**config.mk**
```make
export PLATFORM = sky130hd
export DESIGN_NAME = main_slave_host_bridge
export DESIGN_NICKNAME = d
export VERILOG_FILES = /design/src/rtl/main_slave_host_bridge.sv
export SDC_FILE = /design/constraint.sdc
export NUM_CORES = 1
export LEC_CHECK = 0
export CORE_AREA = 3 3 174 176
export CTS_BUF_LIST = sky130_fd_sc_hd__clkbuf_16
export DETAILED_ROUTE_END_ITERATION = 16
export DIE_AREA = 0 0 177 179
export GPL_ROUTABILITY_DRIVEN = 0
export PLACE_DENSITY = 0.78
export SYNTH_ARGS = -nofsm -noshare
export SYNTH_HDL_FRONTEND = slang
export SYNTH_SLANG_ARGS = --single-unit
```
**constraint.sdc**
```tcl
create_clock -name clock -period 3.15 [get_ports clock]
set_input_delay 0.945 -clock clock [delete_from_list [all_inputs] [get_ports clock]]
set_output_delay 0.945 -clock clock [all_outputs]
set_load 0.02 [all_outputs]
```
**src/rtl/main_slave_host_bridge.sv**
```systemverilog
// rtl/main_slave_host_bridge.sv - host initiator for the HLS core slave memory port and start/done handshake
// One command in flight at a time: memory access on channel 0, or a timed start/done run.
module main_slave_host_bridge #(
  parameter int ADDR_W     = 8,
  parameter int DATA_W     = 64,
  parameter int SIZE_W     = 7,
  parameter int CNT_W      = 32,
  parameter int MAX_CYCLES = 200000000
) (
  input  logic                                           clock,
  input  logic                                           reset,
  input  logic                                           cmd_valid,
  output logic                                           cmd_ready,
  input  logic [1:0]                                     cmd_op,
  input  logic [ADDR_W-1:0]                              cmd_addr,
  input  logic [SIZE_W-1:0]                              cmd_size,
  input  logic [DATA_W-1:0]                              cmd_wdata,
  output logic                                           rsp_valid,
  input  logic                                           rsp_ready,
  output logic [((CNT_W > DATA_W) ? CNT_W : DATA_W)-1:0] rsp_data,
  output logic                                           rsp_err,
  output logic                                           start_port,
  input  logic                                           done_port,
  output logic [1:0]                                     S_oe_ram,
  output logic [1:0]                                     S_we_ram,
  output logic [2*ADDR_W-1:0]                            S_addr_ram,
  output logic [2*DATA_W-1:0]                            S_Wdata_ram,
  output logic [2*SIZE_W-1:0]                            S_data_ram_size,
  input  logic [2*DATA_W-1:0]                            Sout_Rdata_ram,
  input  logic [1:0]                                     Sout_DataRdy
);

  localparam int RSP_W = (CNT_W > DATA_W) ? CNT_W : DATA_W;
  localparam logic [1:0] OP_WRITE = 2'd0;
  localparam logic [1:0] OP_READ  = 2'd1;
  localparam logic [1:0] OP_RUN   = 2'd2;
  localparam bit               TMO_EN   = (MAX_CYCLES != 0);
  localparam logic [CNT_W-1:0] TMO_LAST = CNT_W'(MAX_CYCLES - 1);
  localparam logic [RSP_W-1:0] TMO_DATA = RSP_W'(MAX_CYCLES);

  typedef enum logic [2:0] {S_IDLE, S_MEM, S_START, S_RUN, S_RESP} state_t;

  state_t             state_q, state_d;
  logic               init_q;
  logic [1:0]         op_q;
  logic [ADDR_W-1:0]  addr_q;
  logic [SIZE_W-1:0]  size_q;
  logic [DATA_W-1:0]  wdata_q;
  logic [CNT_W-1:0]   cnt_q, cnt_inc;
  logic [CNT_W-1:0]   dwell_q;
  logic [RSP_W-1:0]   rsp_data_q;
  logic               rsp_err_q;
  logic [DATA_W-1:0]  size_mask;
  logic               accept, tmo, mem_act;

  logic unused_inputs;
  assign unused_inputs = ^{Sout_Rdata_ram[2*DATA_W-1:DATA_W], Sout_DataRdy[1]};

  assign accept  = cmd_valid && init_q && (state_q == S_IDLE);
  assign tmo     = TMO_EN && (dwell_q == TMO_LAST);
  assign cnt_inc = (&cnt_q) ? cnt_q : cnt_q + CNT_W'(1);
  assign mem_act = (state_q == S_MEM);

  always_comb begin
    size_mask = '0;
    for (int i = 0; i < DATA_W; i++) begin
      size_mask[i] = (i < int'(size_q));
    end
  end

  always_ff @(posedge clock or negedge reset) begin
    if (!reset) state_q <= S_IDLE;
    else        state_q <= state_d;
  end

  always_comb begin
    state_d = state_q;
    case (state_q)
      S_IDLE: begin
        if (accept) begin
          case (cmd_op)
            OP_WRITE, OP_READ: state_d = S_MEM;
            OP_RUN:            state_d = S_START;
            default:           state_d = S_RESP;
          endcase
        end
      end
      S_MEM:   if (Sout_DataRdy[0] || tmo) state_d = S_RESP;
      S_START: state_d = done_port ? S_RESP : S_RUN;
      S_RUN:   if (done_port || tmo) state_d = S_RESP;
      S_RESP:  if (rsp_ready) state_d = S_IDLE;
      default: state_d = S_IDLE;
    endcase
  end

  // Datapath: command capture, cycle/dwell counters and the response latch.
  always_ff @(posedge clock or negedge reset) begin
    if (!reset) begin
      init_q     <= 1'b0;
      op_q       <= '0;
      addr_q     <= '0;
      size_q     <= '0;
      wdata_q    <= '0;
      cnt_q      <= '0;
      dwell_q    <= '0;
      rsp_data_q <= '0;
      rsp_err_q  <= 1'b0;
    end else begin
      init_q <= 1'b1;
      case (state_q)
        S_IDLE: begin
          if (accept) begin
            op_q    <= cmd_op;
            addr_q  <= cmd_addr;
            size_q  <= cmd_size;
            wdata_q <= cmd_wdata;
            dwell_q <= '0;
            if (cmd_op == 2'd3) begin
              rsp_data_q <= '0;
              rsp_err_q  <= 1'b1;
            end
          end
        end
        S_MEM: begin
          dwell_q <= dwell_q + CNT_W'(1);
          if (Sout_DataRdy[0]) begin
            rsp_err_q  <= 1'b0;
            rsp_data_q <= (op_q == OP_READ) ? RSP_W'(Sout_Rdata_ram[DATA_W-1:0] & size_mask) : '0;
          end else if (tmo) begin
            rsp_err_q  <= 1'b1;
            rsp_data_q <= TMO_DATA;
          end
        end
        S_START: begin
          cnt_q   <= CNT_W'(1);
          dwell_q <= '0;
          if (done_port) begin
            rsp_err_q  <= 1'b0;
            rsp_data_q <= RSP_W'(1);
          end
        end
        S_RUN: begin
          // cnt_inc counts the start cycle too, so done in RUN cycle k reports k+1.
          cnt_q   <= cnt_inc;
          dwell_q <= dwell_q + CNT_W'(1);
          if (done_port) begin
            rsp_err_q  <= 1'b0;
            rsp_data_q <= RSP_W'(cnt_inc);
          end else if (tmo) begin
            rsp_err_q  <= 1'b1;
            rsp_data_q <= TMO_DATA;
          end
        end
        default: ;
      endcase
    end
  end

  always_comb begin
    cmd_ready       = (state_q == S_IDLE) && init_q;
    rsp_valid       = (state_q == S_RESP);
    rsp_data        = rsp_data_q;
    rsp_err         = rsp_err_q;
    start_port      = (state_q == S_START);
    S_we_ram        = {1'b0, mem_act && (op_q == OP_WRITE)};
    S_oe_ram        = {1'b0, mem_act && (op_q == OP_READ)};
    S_addr_ram      = {{ADDR_W{1'b0}}, mem_act ? addr_q : {ADDR_W{1'b0}}};
    S_Wdata_ram     = {{DATA_W{1'b0}}, mem_act ? wdata_q : {DATA_W{1'b0}}};
    S_data_ram_size = {{SIZE_W{1'b0}}, mem_act ? size_q : {SIZE_W{1'b0}}};
  end

endmodule

```
== Word level (Yosys, flattened, before mapping) ==
Cells that the tools add are included.
Word-level totals
  register bits: 214
  bits in latches: 0
  memory bits (writable): 0
  memory bits (read-only): 0
  input bits: 216
  output and inout bits: 230
  word-level logic and storage cells: 141
  memories kept: 0
Cells by class
  add/sub/neg operators: 2
  multiply operators: 0
  divide/modulo/power cells: 0
  $lt $le $gt $ge: 64
  eq/ne operators: 15
  shift-type cells: 0
  muxes and demuxes: 29
  bitwise logic cells: 1
  reduce and logical (&&, ||, !) cells: 20
Operators by type and width (count)
  64-bit 2-to-1 mux: 8
  64-bit one-hot mux with 4 select lines: 1
  6-bit by 7-bit less-than comparator with 1-bit output, first input constant: 32
  5-bit by 7-bit less-than comparator with 1-bit output, first input constant: 16
  32-bit one-hot mux with 3 select lines: 1
  32-bit by 1-bit adder with 32-bit output, second input constant: 2
  64-bit bitwise AND: 1
  32-bit 2-to-1 mux: 2
  32-bit one-hot mux with 2 select lines: 1
  4-bit by 7-bit less-than comparator with 1-bit output, first input constant: 8
  32-bit by 28-bit == test with 1-bit output, second input constant: 1
  32-bit AND reduction: 1
  3-bit by 7-bit less-than comparator with 1-bit output, first input constant: 4
  3-bit 2-to-1 mux: 5
  3-bit one-hot mux with 5 select lines: 1
  1-bit by 7-bit less-than comparator with 1-bit output, first input constant: 2
  2-bit by 7-bit less-than comparator with 1-bit output, first input constant: 2
  8-bit 2-to-1 mux: 1
  4-bit AND reduction: 2
  7-bit 2-to-1 mux: 1
  3-bit by 2-bit == test with 1-bit output, second input constant: 2
  1-bit 2-to-1 mux: 6
  2-bit by 1-bit != test with 1-bit output, second input constant: 3
  2-bit != test, second input constant: 3
  15 further kinds: 25

== Longest topological paths before layout ==
  depth after elaboration: 5
  depth in mapped cells: 9
  gate-level depth less buffers: 7

== Least setup slack after synthesis ==
Ideal clock, no wire load.
  path type: reg-to-reg
  start: reg state_q[2]
  end: reg addr_q[0]
  library setup time: 0.125 ns
  arrival: 2.467 ns
  required time: 3.025 ns
  path slack: 0.558 ns
  stages on the path, launching flop included: 7
  buffers on the path: 3
  clock period less this slack: 2.592 ns
  cells stage by stage: dfrtp_1 > buf_2 > clkbuf_1 > nor4b_1 > nand2_1 > clkbuf_1 > mux2_2
On the way
  word-level cells in the longest chain between the ends: 3
RTL lines
  from (decl): RTL line 43  | state_t state_q, state_d;
  from (signal assigned): RTL line 73  | else state_q <= state_d;
  3-bit logical NOT *: RTL line 59, 110
  1-bit logical AND: RTL line 59  | assign accept = cmd_valid && init_q && (state_q == S_IDLE);
  2-bit AND reduction (no line) *
  to (signal assigned): RTL line 114  | addr_q <= cmd_addr;
  to (decl): RTL line 46  | logic [ADDR_W-1:0] addr_q;
Mark *: on every way between the ends. The rest lies on a longest branch, timed or not.
A chain may end at the register's enable or synchronous reset.

== Final worst setup path ==
  start: reg state_q[2]
  end: out S_Wdata_ram[53]
On the way
  word-level cells in the longest chain between the ends: 2
RTL lines
  3-bit by 1-bit == test with 1-bit output: RTL line 62  | assign mem_act = (state_q == S_MEM);
  64-bit 2-to-1 mux: RTL line 168  | S_Wdata_ram = {{DATA_W{1'b0}}, mem_act ? wdata_q : {DATA_W{1'b0}}};
  to (decl): RTL line 27  | output logic [2*DATA_W-1:0] S_Wdata_ram,
No other way between the ends.

==> reports/summary.txt <==
Worst relative slew slack -> 0.330
Area contributors post-synth -> dfrtp_1 45%, mux2_2 8.0%, buf_4 5.3%, and2_1 4.3%, o21ai_0 3.9%
Cell area after placement -> 15200 um2
IO Count -> 446
Yosys top cell area share -> 0.453
Antenna-violating nets left -> 0
Skew-Pair Late Insertion Delay -> 0.54 ns
PwrDens -> 791 nW/um2
DRC errors left -> 0
Synth area leader -> dfrtp_1
DR pass1 iterations -> 5
Fraction of registers with async set/reset -> 1.00
Pin count of the biggest net entering global routing -> 83
Antenna violations before repair -> 3
Total CTS buffers -> 26
Synth unique cells -> 71
Data arrival, critical path -> 2.13 ns
Final Hold Fails -> 0
Synthesized area -> 11800 um2
Initial Utilization -> 0.411
Vias per Instance -> 5.60
Mapped Avg Cell Area -> 9.68 um2
DR vias -> 10873
Pleak -> 6.80 nW
Worst setup margin -> 0.0729 ns
Post-synth EDFFs -> 0
Slew @ Worst Pin -> 1.00 ns
Worst vdd ir -> 0.571 mV
Post-Synthesis Cells -> 1222
GR Layer Usage met2 -> 0.419
Detail Placement HPWL -> 28.6 mm
Area grow syn2layout -> 36.4%
PortBufs -> 299
Vias in the first global route -> 10773
Worst Hold Class -> primary input to asynchronous set/reset pin
H-Tree Depth -> 1
Worst path required time -> 2.20 ns
DRT iter0 DRCs -> 948
Total power -> 12.8 mW
Gr busiest metal -> met2
Core ar. -> 28800 um2
Horiz. Die Dim -> 177 um
Final wirelength -> 38.9 mm
Synth cell count leaders -> 214 x dfrtp_1, 117 x nand2_1, 93 x o21ai_0
Max-cap viol count -> 0
Total Routing Usage GR -> 0.241
Met3 usage -> 0.0553
Drt wl/cell -> 20.0 um
Final worst-path cycle share -> 0.977
Final net count -> 1754
Die area -> 31700 um2
Max-slew violations -> 0
Pre-CTS WS -> 0.0231 ns
Post-Layout Cell Count -> 1941
Global Route met1 Usage -> 0.290
Fin area -> 16100 um2
Setup CP Type -> flip-flop to primary output
Layout cell share with drive strength beyond 1 -> 0.168
Max clock buf depth -> 3
Grt ovf -> 0
CTS tree -> done
Placed cells -> 1889
Rows -> 62
Status -> complete, no violations
Critical Path Source Type -> flip-flop
Yosys Warn Count -> 0
Clock Tree Root -> clkbuf_16
Seq/Total Area, Yosys -> 0.453
Synthesized flop and latch total -> 214
Critical path capture point type -> primary output
Clk slew on worst S/H paths -> 0.06 ns
Clock skew -> 0.0207 ns
# setup viols final -> 0
Post-CTS Hold Fix Bufs -> 0
Height of the chip -> 179 um
Setup TNS -> 0 ns
Count leader, synth -> dfrtp_1
Max frequency -> 325 MHz
First-pass GRT wire length -> 60.4 mm
Final min period -> 3.08 ns
Clk sinks -> 214
RSZ-0062 raised after global routing -> no
CP Max Fanout -> 41
Most used flip-flop cell after synthesis -> dfrtp_1
report_power, final:
group	internal [mW]	switching, mW	total, mW	leakage [nW]
registers	3.61	0.577	4.18	2.78
logic	2.36	3.08	5.44	3.55
clock network	1.95	1.18	3.13	0.461
registers in the layout (all words and copies together), names as in the netlist:
register  count
state_q       3
size_q        7
cnt_q        32
addr_q        8
init_q        1
rsp_data     64
wdata_q      64
op_q          2
rsp_err       1
dwell_q      32
critical path: stages (launching register included):
cell	delay (ns)
dfrtp_1	0.44
nor3b_4	0.27
buf_4	0.16
buf_12	0.17
and2_1	0.16
clkdlybuf4s15_1	0.33
worst paths after layout:
check | startpoint | depth (start not counted) | endpoint | slack, ns
max in group asynchronous | reset | 2 | wdata_q[11] | 1.98
worst min register to register | rsp_data[61] | 2 | rsp_data[61] | 0.48
min in group clock | rsp_data[61] | 2 | rsp_data[61] | 0.48
worst max register to register | cnt_q[0] | 7 | rsp_data[6] | 0.50
worst min-delay path | reset | 1 | state_q[2] | 0.42
worst max-delay path | state_q[2] | 5 | S_Wdata_ram[53] | 0.07
metal layers:
layer,vias up,routed length (um)
li1,4857,-
met1,5316,14500
met2,579,19100
met3,119,3540
met4,2,1770
met5,-,13
through the flow:
stage                     hold WS [ns]   util
after floorplan                  0.459      -
after detailed placement         0.472  0.529
after global routing             0.462  0.560
after CTS                        0.437  0.562
after global placement           0.465  0.529
final                            0.417  0.560
cell usage in the layout, fill, tap and decap left out, types with 14 or more instances in the layout:
cell,instances
inv_1,22
and2_1,82
clkdlybuf4s15_2,37
clkbuf_2,18
mux2_2,84
clkbuf_16,27
a32o_1,27
buf_4,52
nor2_1,66
clkdlybuf4s50_1,215
conb_1,82
nor3_1,16
dfrtp_1,212
a22o_1,17
nand3_1,43
or3_1,14
o211ai_1,16
clkdlybuf4s15_1,22
xor2_1,19
nand4_1,15
o21ai_0,93
nand2_1,116
a21oi_1,44
xnor2_1,20
and3_1,14
area by class of cell:
class	count	area, um2
Multi-Input combinational cell	920	5830
Inverter	15	56.3
Clock inverter	20	218
Antenna cell	2	5.00
Clock buffer	27	676
Timing Repair Buffer	359	3510
Tap cell	384	480
Fill cell	2469	12700
Sequential cell	214	5360
timing repair:
item | CTS | global route
buffers inserted | 2 | 1
resized for setup | 156 | 61
endpoints found under the setup margin | 83 | 81
gates cloned | 1 | 0
pin swaps | 0 | 0
kinds of logic after synthesis:
kind of cell,share of synthesized area
AO/OA/AOI/OAI,0.155
XOR/XNOR,0.0289
adder cells (fa/ha/maj),0.00212
buffers and inverters,0.0817
flip-flops,0.453
multiplexers,0.0910
other,0.000635
AND/OR/NAND/NOR,0.188
No activity file was read; power rests on OpenSTA's default activity.
